==> src/rtl/add_share_arbiter_pkg.sv <==
// Shared constants and state encoding for the add-unit sharing arbiter.
// The FSM enum is tied to the numeric state codes so that debug views stay stable.
package add_arb_pkg;

    localparam int WIDTH_DEFAULT = 32;
    localparam int OPCNT_W       = 16;

    localparam logic [1:0] S_IDLE  = 2'd0;
    localparam logic [1:0] S_ISSUE = 2'd1;
    localparam logic [1:0] S_RESP  = 2'd2;

    typedef enum logic [1:0] {
        ST_IDLE  = S_IDLE,
        ST_ISSUE = S_ISSUE,
        ST_RESP  = S_RESP
    } arb_state_e;

endpackage

==> src/rtl/add_share_arbiter_rr_arbiter.sv <==
// Round-robin grant generator: searches upward from the pointer with wrap and
// moves the pointer just past the winner whenever the grant is consumed.
module rr_arbiter
    import add_arb_pkg::*;
#(
    parameter int NREQ = 4,
    parameter int IDW  = 2
) (
    input  logic            clk,
    input  logic            rst_n,
    input  logic [NREQ-1:0] req,
    input  logic            advance,
    output logic [NREQ-1:0] gnt_onehot,
    output logic [IDW-1:0]  gnt_idx
);

    logic [IDW-1:0] ptr_q;
    logic [IDW-1:0] ptr_d;
    logic [IDW-1:0] cand_idx [NREQ];
    logic           found;

    // cand_idx[k] is the requester examined k-th in this cycle's priority order.
    // One extra bit covers ptr + k before the wrap subtraction.
    generate
        for (genvar gi = 0; gi < NREQ; gi++) begin : g_cand
            logic [IDW:0] sum;
            assign sum = {1'b0, ptr_q} + (IDW+1)'(gi);
            assign cand_idx[gi] = (sum >= (IDW+1)'(NREQ)) ?
                                  IDW'(sum - (IDW+1)'(NREQ)) : sum[IDW-1:0];
        end
    endgenerate

    always_comb begin
        found      = 1'b0;
        gnt_idx    = '0;
        gnt_onehot = '0;
        for (int k = 0; k < NREQ; k++) begin
            if (!found && req[cand_idx[k]]) begin
                found   = 1'b1;
                gnt_idx = cand_idx[k];
            end
        end
        if (found) begin
            gnt_onehot[gnt_idx] = 1'b1;
        end
    end

    always_comb begin
        ptr_d = ptr_q;
        if (advance && found) begin
            ptr_d = (gnt_idx == IDW'(NREQ-1)) ? '0 : gnt_idx + IDW'(1);
        end
    end

    always_ff @(posedge clk) begin
        if (!rst_n) begin
            ptr_q <= '0;
        end else begin
            ptr_q <= ptr_d;
        end
    end

endmodule

==> src/rtl/add_share_arbiter.sv <==
// Time-shares one external adder between NREQ requesters: grant, drive registered
// operands for one cycle, capture the sum, and return it over a valid/ready channel.
module add_share_arbiter
    import add_arb_pkg::*;
#(
    parameter int NREQ  = 4,
    parameter int WIDTH = WIDTH_DEFAULT,
    parameter int IDW   = 2
) (
    input  logic                  clk,
    input  logic                  rst_n,
    input  logic [NREQ-1:0]       req_valid,
    input  logic [NREQ*WIDTH-1:0] req_a,
    input  logic [NREQ*WIDTH-1:0] req_b,
    output logic [NREQ-1:0]       req_ready,
    output logic [WIDTH-1:0]      add_a,
    output logic [WIDTH-1:0]      add_b,
    input  logic [WIDTH-1:0]      add_out,
    output logic                  rsp_valid,
    input  logic                  rsp_ready,
    output logic [IDW-1:0]        rsp_id,
    output logic [WIDTH-1:0]      rsp_sum,
    output logic                  busy,
    output logic [OPCNT_W-1:0]    op_count
);

    arb_state_e           state_q,     state_d;
    logic [WIDTH-1:0]     add_a_q,     add_a_d;
    logic [WIDTH-1:0]     add_b_q,     add_b_d;
    logic [IDW-1:0]       id_q,        id_d;
    logic                 rsp_valid_q, rsp_valid_d;
    logic [IDW-1:0]       rsp_id_q,    rsp_id_d;
    logic [WIDTH-1:0]     rsp_sum_q,   rsp_sum_d;
    logic [OPCNT_W-1:0]   op_count_q,  op_count_d;

    logic [WIDTH-1:0]     op_a [NREQ];
    logic [WIDTH-1:0]     op_b [NREQ];
    logic [NREQ-1:0]      gnt_onehot;
    logic [IDW-1:0]       gnt_idx;
    logic                 accept;

    generate
        for (genvar gi = 0; gi < NREQ; gi++) begin : g_unpack
            assign op_a[gi] = req_a[gi*WIDTH +: WIDTH];
            assign op_b[gi] = req_b[gi*WIDTH +: WIDTH];
        end
    endgenerate

    // A grant is only offered in IDLE; any valid request there is accepted.
    assign accept    = rst_n && (state_q == ST_IDLE) && (|req_valid);
    assign req_ready = (rst_n && (state_q == ST_IDLE)) ? gnt_onehot : '0;

    rr_arbiter #(
        .NREQ (NREQ),
        .IDW  (IDW)
    ) u_rr_arbiter (
        .clk        (clk),
        .rst_n      (rst_n),
        .req        (req_valid),
        .advance    (accept),
        .gnt_onehot (gnt_onehot),
        .gnt_idx    (gnt_idx)
    );

    always_comb begin
        state_d     = state_q;
        add_a_d     = add_a_q;
        add_b_d     = add_b_q;
        id_d        = id_q;
        rsp_valid_d = rsp_valid_q;
        rsp_id_d    = rsp_id_q;
        rsp_sum_d   = rsp_sum_q;
        op_count_d  = op_count_q;
        unique case (state_q)
            ST_IDLE: begin
                if (accept) begin
                    add_a_d = op_a[gnt_idx];
                    add_b_d = op_b[gnt_idx];
                    id_d    = gnt_idx;
                    state_d = ST_ISSUE;
                end
            end
            ST_ISSUE: begin
                rsp_sum_d   = add_out;
                rsp_id_d    = id_q;
                rsp_valid_d = 1'b1;
                state_d     = ST_RESP;
            end
            ST_RESP: begin
                // Operands stay on the adder until the consumer takes the result.
                if (rsp_ready) begin
                    rsp_valid_d = 1'b0;
                    op_count_d  = op_count_q + OPCNT_W'(1);
                    state_d     = ST_IDLE;
                end
            end
            default: begin
                state_d = ST_IDLE;
            end
        endcase
    end

    always_ff @(posedge clk) begin
        if (!rst_n) begin
            state_q     <= ST_IDLE;
            add_a_q     <= '0;
            add_b_q     <= '0;
            id_q        <= '0;
            rsp_valid_q <= 1'b0;
            rsp_id_q    <= '0;
            rsp_sum_q   <= '0;
            op_count_q  <= '0;
        end else begin
            state_q     <= state_d;
            add_a_q     <= add_a_d;
            add_b_q     <= add_b_d;
            id_q        <= id_d;
            rsp_valid_q <= rsp_valid_d;
            rsp_id_q    <= rsp_id_d;
            rsp_sum_q   <= rsp_sum_d;
            op_count_q  <= op_count_d;
        end
    end

    assign add_a     = add_a_q;
    assign add_b     = add_b_q;
    assign rsp_valid = rsp_valid_q;
    assign rsp_id    = rsp_id_q;
    assign rsp_sum   = rsp_sum_q;
    assign busy      = (state_q != ST_IDLE);
    assign op_count  = op_count_q;

endmodule

==> config.mk <==
export PLATFORM = sky130hd
export DESIGN_NAME = add_share_arbiter
export DESIGN_NICKNAME = d
export VERILOG_FILES = /design/src/rtl/add_share_arbiter_pkg.sv /design/src/rtl/add_share_arbiter_rr_arbiter.sv /design/src/rtl/add_share_arbiter.sv
export SDC_FILE = /design/constraint.sdc
export NUM_CORES = 1
export LEC_CHECK = 0
export CORE_AREA = 2 2 163 165
export DETAILED_ROUTE_END_ITERATION = 8
export DIE_AREA = 0 0 165 167
export GPL_ROUTABILITY_DRIVEN = 0
export MAX_ROUTING_LAYER = met4
export PLACE_DENSITY_LB_ADDON = 0.08
export SLEW_MARGIN = 10
export SYNTH_ARGS = -nofsm -noshare
export SYNTH_HDL_FRONTEND = slang
export SYNTH_HIERARCHICAL = 1
export SYNTH_SLANG_ARGS = --single-unit
==> constraint.sdc <==
create_clock -name clk -period 3.1 [get_ports clk]
set_input_delay 0.62 -clock clk [delete_from_list [all_inputs] [get_ports clk]]
set_output_delay 0.62 -clock clk [all_outputs]
set_load 0.02 [all_outputs]
# == Yosys cells after proc, flatten, opt, wreduce, memory -nomap -nowiden ==
# Cells that the tools add are included.
# classes
addsub,9
magnitude_cmp,11
eq_ne,5
n_mux,36
bitwise,1
reduce_logical,18
# op_table
op,count
32-bit binary-select mux with 2-bit select,2
32-bit two-way mux,4
2-bit two-way mux,11
"16-bit by 1-bit adder with 16-bit output, second input constant",1
"2-bit by 3-bit less-than comparator with 1-bit output, second input constant",5
"3-bit greater-or-equal comparator, second input constant",4
1-bit two-way mux,10
1-bit binary-select mux with 2-bit select,4
4-bit two-way mux,2
2-bit AND reduction,4
"2-bit by 1-bit subtractor with 2-bit output, second input constant",4
1-bit logical AND,7
"2-bit by 2-bit adder with 3-bit output, second input constant",2
2-bit case mux with 3 select lines,1
"2-bit equality test, second input constant",2
2-bit nonzero test,2
4-bit OR reduction,1
"2-bit by 1-bit adder with 3-bit output, second input constant",1
"2-bit by 3-bit greater-or-equal comparator with 1-bit output, second input constant",1
1-bit logical NOT,3
2-bit NOT with 3-bit output,1
"2-bit by 1-bit adder with 2-bit output, second input constant",1
1-bit demux with 2-bit select,1
"2-bit by 1-bit equality test with 1-bit output, second input constant",1
other kinds (5),5
# word_totals
regBits,121
inputBits,295
out_inout_bits,120
elab_cells,89

# == Depth between registers and ports, before layout ==
# Gate-level depths: netlist of the first run.
# logic_depth
ltp_word,20
mapped_depth,8
ltp_nobuf,7

# == Modules after synthesis ==
# The synthesis of the first run kept the hierarchy.
# by_module_without_submodules
mod,instances,cells_each,area_per_inst_um2,seq_area_each_um2
add_share_arbiter,1,613,5790.6,2382.3
rr_arbiter,1,30,256.5,40.0

# == Worst setup path before layout of the first run ==
# No wires, ideal clock.
# synth_path
kind,in2reg
start,in req_valid[2]
end,"reg add_a_q[19], in the netlist add_a[19]"
setup_time_ns,0.132
t_arrival_ns,2.618
required_time_ns,2.968
slack_ns,0.350
stages,8
path_buffers,2
cell_sequence,mux2i_1 -> nor2_1 -> nor3_1 -> clkbuf_1 -> buf_2 -> mux4_2 -> nand2_1 -> a21oi_1
# synth_between
elab_chain_cells,16
word_cells_on_any_way,28
cone_classes,mux: 18; bitwise: 1; reduce/logical: 9
# synth_lines
item,line,text
"start, declared",add_share_arbiter.sv:12,"input logic [NREQ-1:0] req_valid,"
1-bit binary-select mux with 2-bit select,add_share_arbiter_rr_arbiter.sv:38,if (!found && req[cand_idx[k]]) begin
1-bit two-way mux (not written as such),add_share_arbiter_rr_arbiter.sv:38,
1-bit two-way mux,add_share_arbiter_rr_arbiter.sv:38,
1-bit logical NOT,add_share_arbiter_rr_arbiter.sv:38,
1-bit logical AND,add_share_arbiter_rr_arbiter.sv:38,
1-bit two-way mux,add_share_arbiter_rr_arbiter.sv:38,
1-bit logical NOT,add_share_arbiter_rr_arbiter.sv:38,
1-bit logical AND,add_share_arbiter_rr_arbiter.sv:38,
1-bit two-way mux,add_share_arbiter_rr_arbiter.sv:38,
1-bit logical NOT,add_share_arbiter_rr_arbiter.sv:38,
1-bit logical AND,add_share_arbiter_rr_arbiter.sv:38,
2-bit two-way mux (*),add_share_arbiter_rr_arbiter.sv:38,
via gnt_idx[0],add_share_arbiter.sv:39,logic [IDW-1:0] gnt_idx;
2-bit NOT with 3-bit output (not written as such) (*),add_share_arbiter.sv:77,add_a_d = op_a[gnt_idx];
32-bit binary-select mux with 2-bit select (*),add_share_arbiter.sv:77,
32-bit two-way mux (not written as such) (*) (2 in series),add_share_arbiter.sv:77,
"end signal, assigned",add_share_arbiter.sv:106,add_a_q <= '0;
"end signal, assigned",add_share_arbiter.sv:115,add_a_q <= add_a_d;
"end, declared",add_share_arbiter.sv:28,"logic [WIDTH-1:0] add_a_q, add_a_d;"
# The timed path passes the listed nets; every way through them passes the cells marked *. The select of a mux whose other input is x is not followed.
# A chain may end at the register's enable or synchronous reset.

# == Worst setup path in the final report of the first run ==
# layout_path
start,in req_valid[1]
end,out req_ready[3]
# layout_between
elab_chain_cells,18
word_cells_on_any_way,29
cone_classes,order compare: 2; mux: 20; reduce/logical: 7
# layout_lines
item,line,text
1-bit binary-select mux with 2-bit select,add_share_arbiter_rr_arbiter.sv:38,
1-bit two-way mux (not written as such),add_share_arbiter_rr_arbiter.sv:38,
1-bit two-way mux,add_share_arbiter_rr_arbiter.sv:38,
1-bit logical NOT,add_share_arbiter_rr_arbiter.sv:38,
1-bit logical AND,add_share_arbiter_rr_arbiter.sv:38,
1-bit two-way mux,add_share_arbiter_rr_arbiter.sv:38,
1-bit logical NOT,add_share_arbiter_rr_arbiter.sv:38,
1-bit logical AND,add_share_arbiter_rr_arbiter.sv:38,
[... 4 more ...],n/a,
via gnt_idx[1],add_share_arbiter.sv:39,
2-bit by 3-bit less-than comparator with 1-bit output (not written as such) or 2-bit by 1-bit greater-or-equal comparator with 1-bit output (tied branches),add_share_arbiter_rr_arbiter.sv:44,gnt_onehot[gnt_idx] = 1'b1;
1-bit logical AND (not written as such),add_share_arbiter_rr_arbiter.sv:44,
1-bit two-way mux (not written as such),add_share_arbiter_rr_arbiter.sv:44,
1-bit demux with 2-bit select (*),n/a,
4-bit two-way mux (*),add_share_arbiter_rr_arbiter.sv:43,if (found) begin
via gnt_onehot[3],add_share_arbiter.sv:38,logic [NREQ-1:0] gnt_onehot;
4-bit two-way mux (*),add_share_arbiter.sv:51,assign req_ready = (rst_n && (state_q == ST_IDLE)) ? gnt_onehot : '0;
"end, declared",add_share_arbiter.sv:15,"output logic [NREQ-1:0] req_ready,"
# Marks and branches as above.

==> run metrics, run 1 <==
outcome=finished clean; IO Pins=415; first-pass GRT wire length=~37,000 um; Area Growth Syn to Fin=86.6%; post-synthesis cell area=6050 um^2; crit-path max FO=5; Max Transition Viols Final=0; post-route ant nets=0; CTS tree=done; worst hold path type=flip-flop to flip-flop; largest net degree at the start of global routing=117; DIE WIDTH=approximately 170 um; Ys Warns=6; antenna violations before repair=1; Buf/Inv on CP=2; Final Core Density=0.438; Top FF cell, synth=dfxtp_1; Via density=roughly 4.5; fill cell count=about 2.6k; sequence of cells on the critical path=clkdlybuf4s50_1 > a21oi_1 > o21a_1 > o22a_4 > ha_1 > and2b_2 > and3_1 > clkdlybuf4s15_1; RSZ-0062 raised after global routing=false; synthesized instance count=roughly 640; std cell rows=59; hold buffer count at cts=0; wire length per cell=about 19 um; Clock transition at path regs=roughly 0.060 ns; fmax=0.336 GHz; Post-synth EDFFs=0; clk buf depth=2; DR pass1 iterations=4; number of synthesized register bits=121; overall power=5.77 mW; Synth area leader=dfxtp_1; Worst setup SP type=primary input; highest-count cells in the layout ignoring fill and taps=clkdlybuf4s50_1, nand2_1, dfxtp_1; max_cap viols=0; H-Tree Depth=4; Yosys cell types=between 40 and 50; Synth top area share=0.401; CP max-delay cell=clkdlybuf4s50_1; Remaining DRCs=0; Worst path top cell family by delay=buffers and inverters; WP data arrival=2.35 ns; syn nets=943; post-synthesis sequential area ratio=0.401; Seq. cell area=~2400 um^2; # nets final=1,348; clk_skew=~0.013 ns; Peak VDD IR=between 0.2 and 0.3 mV; Post-Route WL=26,000 um; Syn Area/Cell=about 9.4 um^2; number of port buffers=between 400 and 500; Starting Density=0.235; commonest non-fill, non-tap cell in the layout=clkdlybuf4s50_1; Worst EP required=~2.5 ns; largest cells by area after synthesis=dfxtp_1, mux4_2, nand2_1, a21oi_1, clkbuf_1; Remaining Overflow, GRT=0; Crit. End Element=output port; Final min period=around 3.0 ns; die extent in y=around 170 um; via count of the first global-routing pass=6,245; gr usage total=0.189; worst-margin pin slew=about 0.83 ns; dpl ws=-0.370 ns; drt initial violations=329; area of the multi-input gates=~3400 um^2; Final Hold Vio Count=0; hpwl dp=19,900 um; Synth async-reset ratio=0; total via count in the routed design=6,286; Core Region=about 26,000 um^2; layout cells sized above 1=0.136; Crit Path Class=primary input to output port; # setup viols final=0; cts bufs inserted=17; PD cells=between 500 and 600 nW/um^2; clk_lat worst skew=around 0.42 ns; Static Leak=between 4 and 5 nW; fin crit share=0.959; Die ar.=27,600 um^2; PnR worst setup slack=between 0.1 and 0.15 ns; Slew Limit Headroom=0.447; CTS Sinks=121; Slowest Stage Delay on Critical Path=0.47 ns; Root Buffer=clkbuf_16
power breakdown:
part	internal [mW]	switching, mW	total [mW]
Sequential	1.71	0.0827	1.80
Combinational	0.991	0.812	1.80
Clock	1.36	0.809	2.17
timing repair:
| item | CTS | global route |
|---|---|---|
| pin swaps | 1 | 0 |
| resized for setup | 6 | 7 |
| buffers inserted | 0 | 0 |
| cloned | 0 | 0 |
| endpoints found under the setup margin | 4 | 4 |
registers in the layout (all words and copies together) (netlist names), 2 cells and up:
signal	cells
u_rr_arbiter/ptr_q	2
add_b	32
op_count	16
rsp_sum	32
add_a	32
id_q	2
state_q	2
rsp_id	2
synthesized netlist by cell type, types with 4 or more instances:
library cell,n
xor2_1,5
xnor2_1,4
and2b_2,4
clkbuf_1,38
inv_1,5
nor3_1,6
mux4_2,64
o21ai_0,5
ha_1,5
dfxtp_1,121
buf_1,5
nor2_1,14
nand2_1,204
and3_1,4
buf_2,7
a21oi_1,109
nand3_1,5
final timing paths:
kind	startpoint	end	slack, ns	cells past startpoint
min	id_q[1]$_SDFFE_PN0P_	rsp_id[1]$_SDFFE_PN0P_	0.44	2
min reg2reg	id_q[1]$_SDFFE_PN0P_	rsp_id[1]$_SDFFE_PN0P_	0.44	2
max	req_valid[1]	req_ready[3]	0.13	8
max reg2reg	u_rr_arbiter/ptr_q[1]$_SDFFE_PN0P_	add_a[7]$_SDFFE_PN0P_	0.62	9
tightest hold or removal path: stages, from the launching register on:
cell	delay (ns)
dfxtp_1	0.31
nand2_1	0.05
a21oi_1	0.05
area by class of cell:
class	instances	share of cell area
Antenna cell	1	0.000222
Clock buffer	17	0.0377
Clock inverter	15	0.0191
Inverter	6	0.00222
Multi-Input combinational cell	466	0.304
Sequential cell	121	0.215
Tap cell	335	0.0372
Timing Repair Buffer	436	0.385
cells by family after synthesis:
| group | Yosys count | share of synthesized area |
|---|---|---|
| buf+inv | 56 | 0.0362 |
| simple gates | 264 | 0.192 |
| xor+xnor | 9 | 0.0130 |
| flops | 121 | 0.401 |
| mux | 67 | 0.243 |
| fa+ha+maj | 5 | 0.0103 |
| compound gates | 121 | 0.104 |
per-layer routing:
layer | GRT usage | part of all wire | vias up
li1 | - | - | 3079
met5 | - | 0 | -
met1 | 0.195 | 0.37 | 2949
met3 | 0.0732 | 0.093 | 14
met4 | 0.0446 | 0.0082 | 0
met2 | 0.334 | 0.53 | 244
per-stage QoR:
stage	hold slack [ns]	cell area [um^2]	instances	setup TNS, ns
after CTS	0.444	11300	1396	0
after detailed placement	0.445	10700	1364	-4.76
after global placement	0.441	10700	1364	-3.76
after global routing	0.462	11300	1397	0
after floorplan	0.432	6050	643	0
final	0.440	11300	1397	0
No activity file was read; power rests on OpenSTA's default activity.
==> inputs of run 2 (changes only) <==
--- a/config.mk
+++ b/config.mk
@@ -6,6 +6,7 @@
 export NUM_CORES = 1
 export LEC_CHECK = 0
 export CORE_AREA = 2 2 163 165
+export CTS_CLUSTER_DIAMETER = 30
 export DETAILED_ROUTE_END_ITERATION = 8
 export DIE_AREA = 0 0 165 167
 export GPL_ROUTABILITY_DRIVEN = 0
==> results of run 2 <==
The final DEF is identical to that of run 1; final timing and power are the same.
==> inputs of run 3 (changes only) <==
==> constraint.sdc (replaced) <==
create_clock -name clk -period 3.1 [get_ports clk]
set_input_delay 0.62 -clock clk [delete_from_list [all_inputs] [get_ports clk]]
set_output_delay 0.62 -clock clk [all_outputs]
set_load 0.005 [all_outputs]
==> run 3 against run 2 <==
Net effect:
- combinational power decreased by 9%
- sequential power hardly changed
- non-clock buffer count increased by 1
- clock skew down 0.0028 ns
- maximum frequency down 0.89%
- clock-buffer cell count grew 1
- cell count is 0.14% higher
- utilization about the same
- global-route usage increased by 0.28 points
- clock power is 2% lower
- flip-flop and latch count unchanged
- critical path type unchanged
- largest power group unchanged
==> run metrics, run 3 (synthesized netlist as in run 1, its figures left out) <==
outcome=finished clean; # setup viols final=0 (unchanged); internal power=4.01 mW (-1.4%); total via count in the routed design=6,309 (+0.37%); clock share of power=0.382 (+0.006); Reg power frac=0.324 (+0.013); clk_skew=0.0100 ns (-0.00284 ns); crit-path max FO=5 (unchanged); Buf/Inv on CP=3 (+1); Final min period=3.00 ns (+0.0267 ns); hold buffer count at cts=0 (unchanged); sequence of cells on the critical path=dlygate4sd2_1 > nand2b_1 > a21oi_1 > nor3_2 > inv_1 > ha_1 > and2b_2 > and3_1 > clkdlybuf4s50_1; gr usage total=0.191 (+0.00278); via count of the first global-routing pass=6,377 (+2.1%); Remaining Overflow, GRT=0 (unchanged); Sw Ratio=0.276 (-0.0192); Core Region=25,800 um^2 (unchanged); wire length per cell=18.6 um (+0.30%); die extent in y=167 um (unchanged); Static Leak=4.09 nW (+0.17%); Slowest Stage Delay on Critical Path=0.43 ns (-0.04 ns); Final Core Density=0.438 (about the same); cts bufs inserted=17 (unchanged); highest-count cells in the layout ignoring fill and taps=clkdlybuf4s50_1, nand2_1, dfxtp_1; Slew Limit Headroom=0.623 (+0.176); drt initial violations=278 (-16%); hpwl dp=20,200 um (+1.6%); Peak VDD IR=0.307 mV (+11%); Worst EP required=2.48 ns (about the same); IO Pins=415 (unchanged); worst hold path type=flip-flop to flip-flop; WP data arrival=2.38 ns (+0.03 ns); RSZ-0062 raised after global routing=false; Area Growth Syn to Fin=86.6% (about the same); DIE WIDTH=165 um (unchanged); PD cells=491 nW/um^2 (-4.0%); Max Transition Viols Final=0 (unchanged); std cell rows=59 (unchanged); post-route ant nets=0 (unchanged); Via density=4.51 (+0.22%); Root Buffer=clkbuf_16; Combinational Power Share=0.294 (-0.018); # nets final=1,349 (+0.074%); layout cells sized above 1=0.136 (about the same); fin crit share=0.968 (+0.00861); H-Tree Depth=4 (unchanged); Die ar.=27,600 um^2 (unchanged); Post-Route WL=26,100 um (+0.45%); DR pass1 iterations=4 (unchanged); clk_lat worst skew=0.42 ns (about the same); fmax=0.333 GHz (-0.89%); commonest non-fill, non-tap cell in the layout=clkdlybuf4s50_1; largest net degree at the start of global routing=117 (unchanged); Starting Density=0.235 (unchanged); Remaining DRCs=0 (unchanged); number of port buffers=414 (unchanged); antenna violations before repair=2 (+1); CTS tree=done; Psw=1.53 mW (-10%); Worst setup SP type=primary input; first-pass GRT wire length=37,900 um (+1.7%); CP max-delay cell=clkdlybuf4s50_1; Crit Path Class=primary input to output port; CTS Sinks=121 (unchanged); Clock transition at path regs=0.06 ns (about the same); Final Hold Vio Count=0 (unchanged); worst-margin pin slew=0.565 ns (-0.264 ns); Worst path top cell family by delay=buffers and inverters; Crit. End Element=output port; max_cap viols=0 (unchanged); overall power=5.54 mW (-4.0%); clk buf depth=2 (unchanged)
run 3: layout make-up:
class	count	area [um^2]
clock inverters	14	186
multi-input cells	466	3430
repair buffers	437	4350
well taps	335	419
diodes	2	5.00
flip-flops and latches	121	2420
fillers	2555	14500
inverters	6	25.0
clock buffers	18	439
run 3: power groups by stage:
stage	registers [mW]	logic (mW)	clock network, mW
after CTS	1.80	1.67	2.19
after detailed placement	1.83	1.66	0
final	1.80	1.63	2.12
after global routing	1.82	1.78	2.26
after global placement	1.82	1.66	0
after floorplan	1.84	0.710	0
run 3: final timing paths:
| check | startpoint | end | slack [ns] | cells past startpoint |
|---|---|---|---|---|
| max | req_valid[2] | req_ready[2] | 0.10 | 9 |
| min | rsp_sum[6]$_SDFFE_PN0P_ | rsp_sum[6]$_SDFFE_PN0P_ | 0.45 | 2 |
| max reg2reg | u_rr_arbiter/ptr_q[1]$_SDFFE_PN0P_ | add_a[7]$_SDFFE_PN0P_ | 0.68 | 9 |
| min reg2reg | rsp_sum[6]$_SDFFE_PN0P_ | rsp_sum[6]$_SDFFE_PN0P_ | 0.45 | 2 |
run 3: metrics by stage:
step / worst slack (ns) / instance area, um^2 / instances / hold WS, ns / setup TNS, ns
final: 0.100 / 11300 / 1399 / 0.452 / 0
after global routing: 0.000329 / 11300 / 1399 / 0.470 / 0
after CTS: 0.0446 / 11300 / 1397 / 0.454 / 0
after detailed placement: -0.212 / 10600 / 1364 / 0.446 / -0.863
after global placement: -0.214 / 10600 / 1364 / 0.440 / -1.41
after floorplan: 0.350 / 6050 / 643 / 0.432 / 0
run 3: tightest hold or removal path, delay by kind of cell, from the launching register on:
| kind | cells | cell delay (ns) |
|---|---|---|
| AOI/OAI and AO/OA | 1 | 0.05 |
| DFF | 1 | 0.31 |
| and+or+nand+nor | 1 | 0.05 |
run 3: metal layers:
layer | GRT usage | part of all wire | up-vias | wire [um]
li1 | - | - | 3088 | -
met1 | 0.197 | 0.37 | 2957 | 9520
met2 | 0.336 | 0.52 | 244 | 13600
met3 | 0.0707 | 0.097 | 20 | 2520
met4 | 0.0582 | 0.016 | 0 | 427
met5 | - | 0 | - | 0
run 3: repair_timing:
action,CTS,global route
pin swaps,1,0
resized for setup,4,3
endpoints found under the setup margin,4,4
buffers inserted,1,0
hold endpoints to repair,0,0
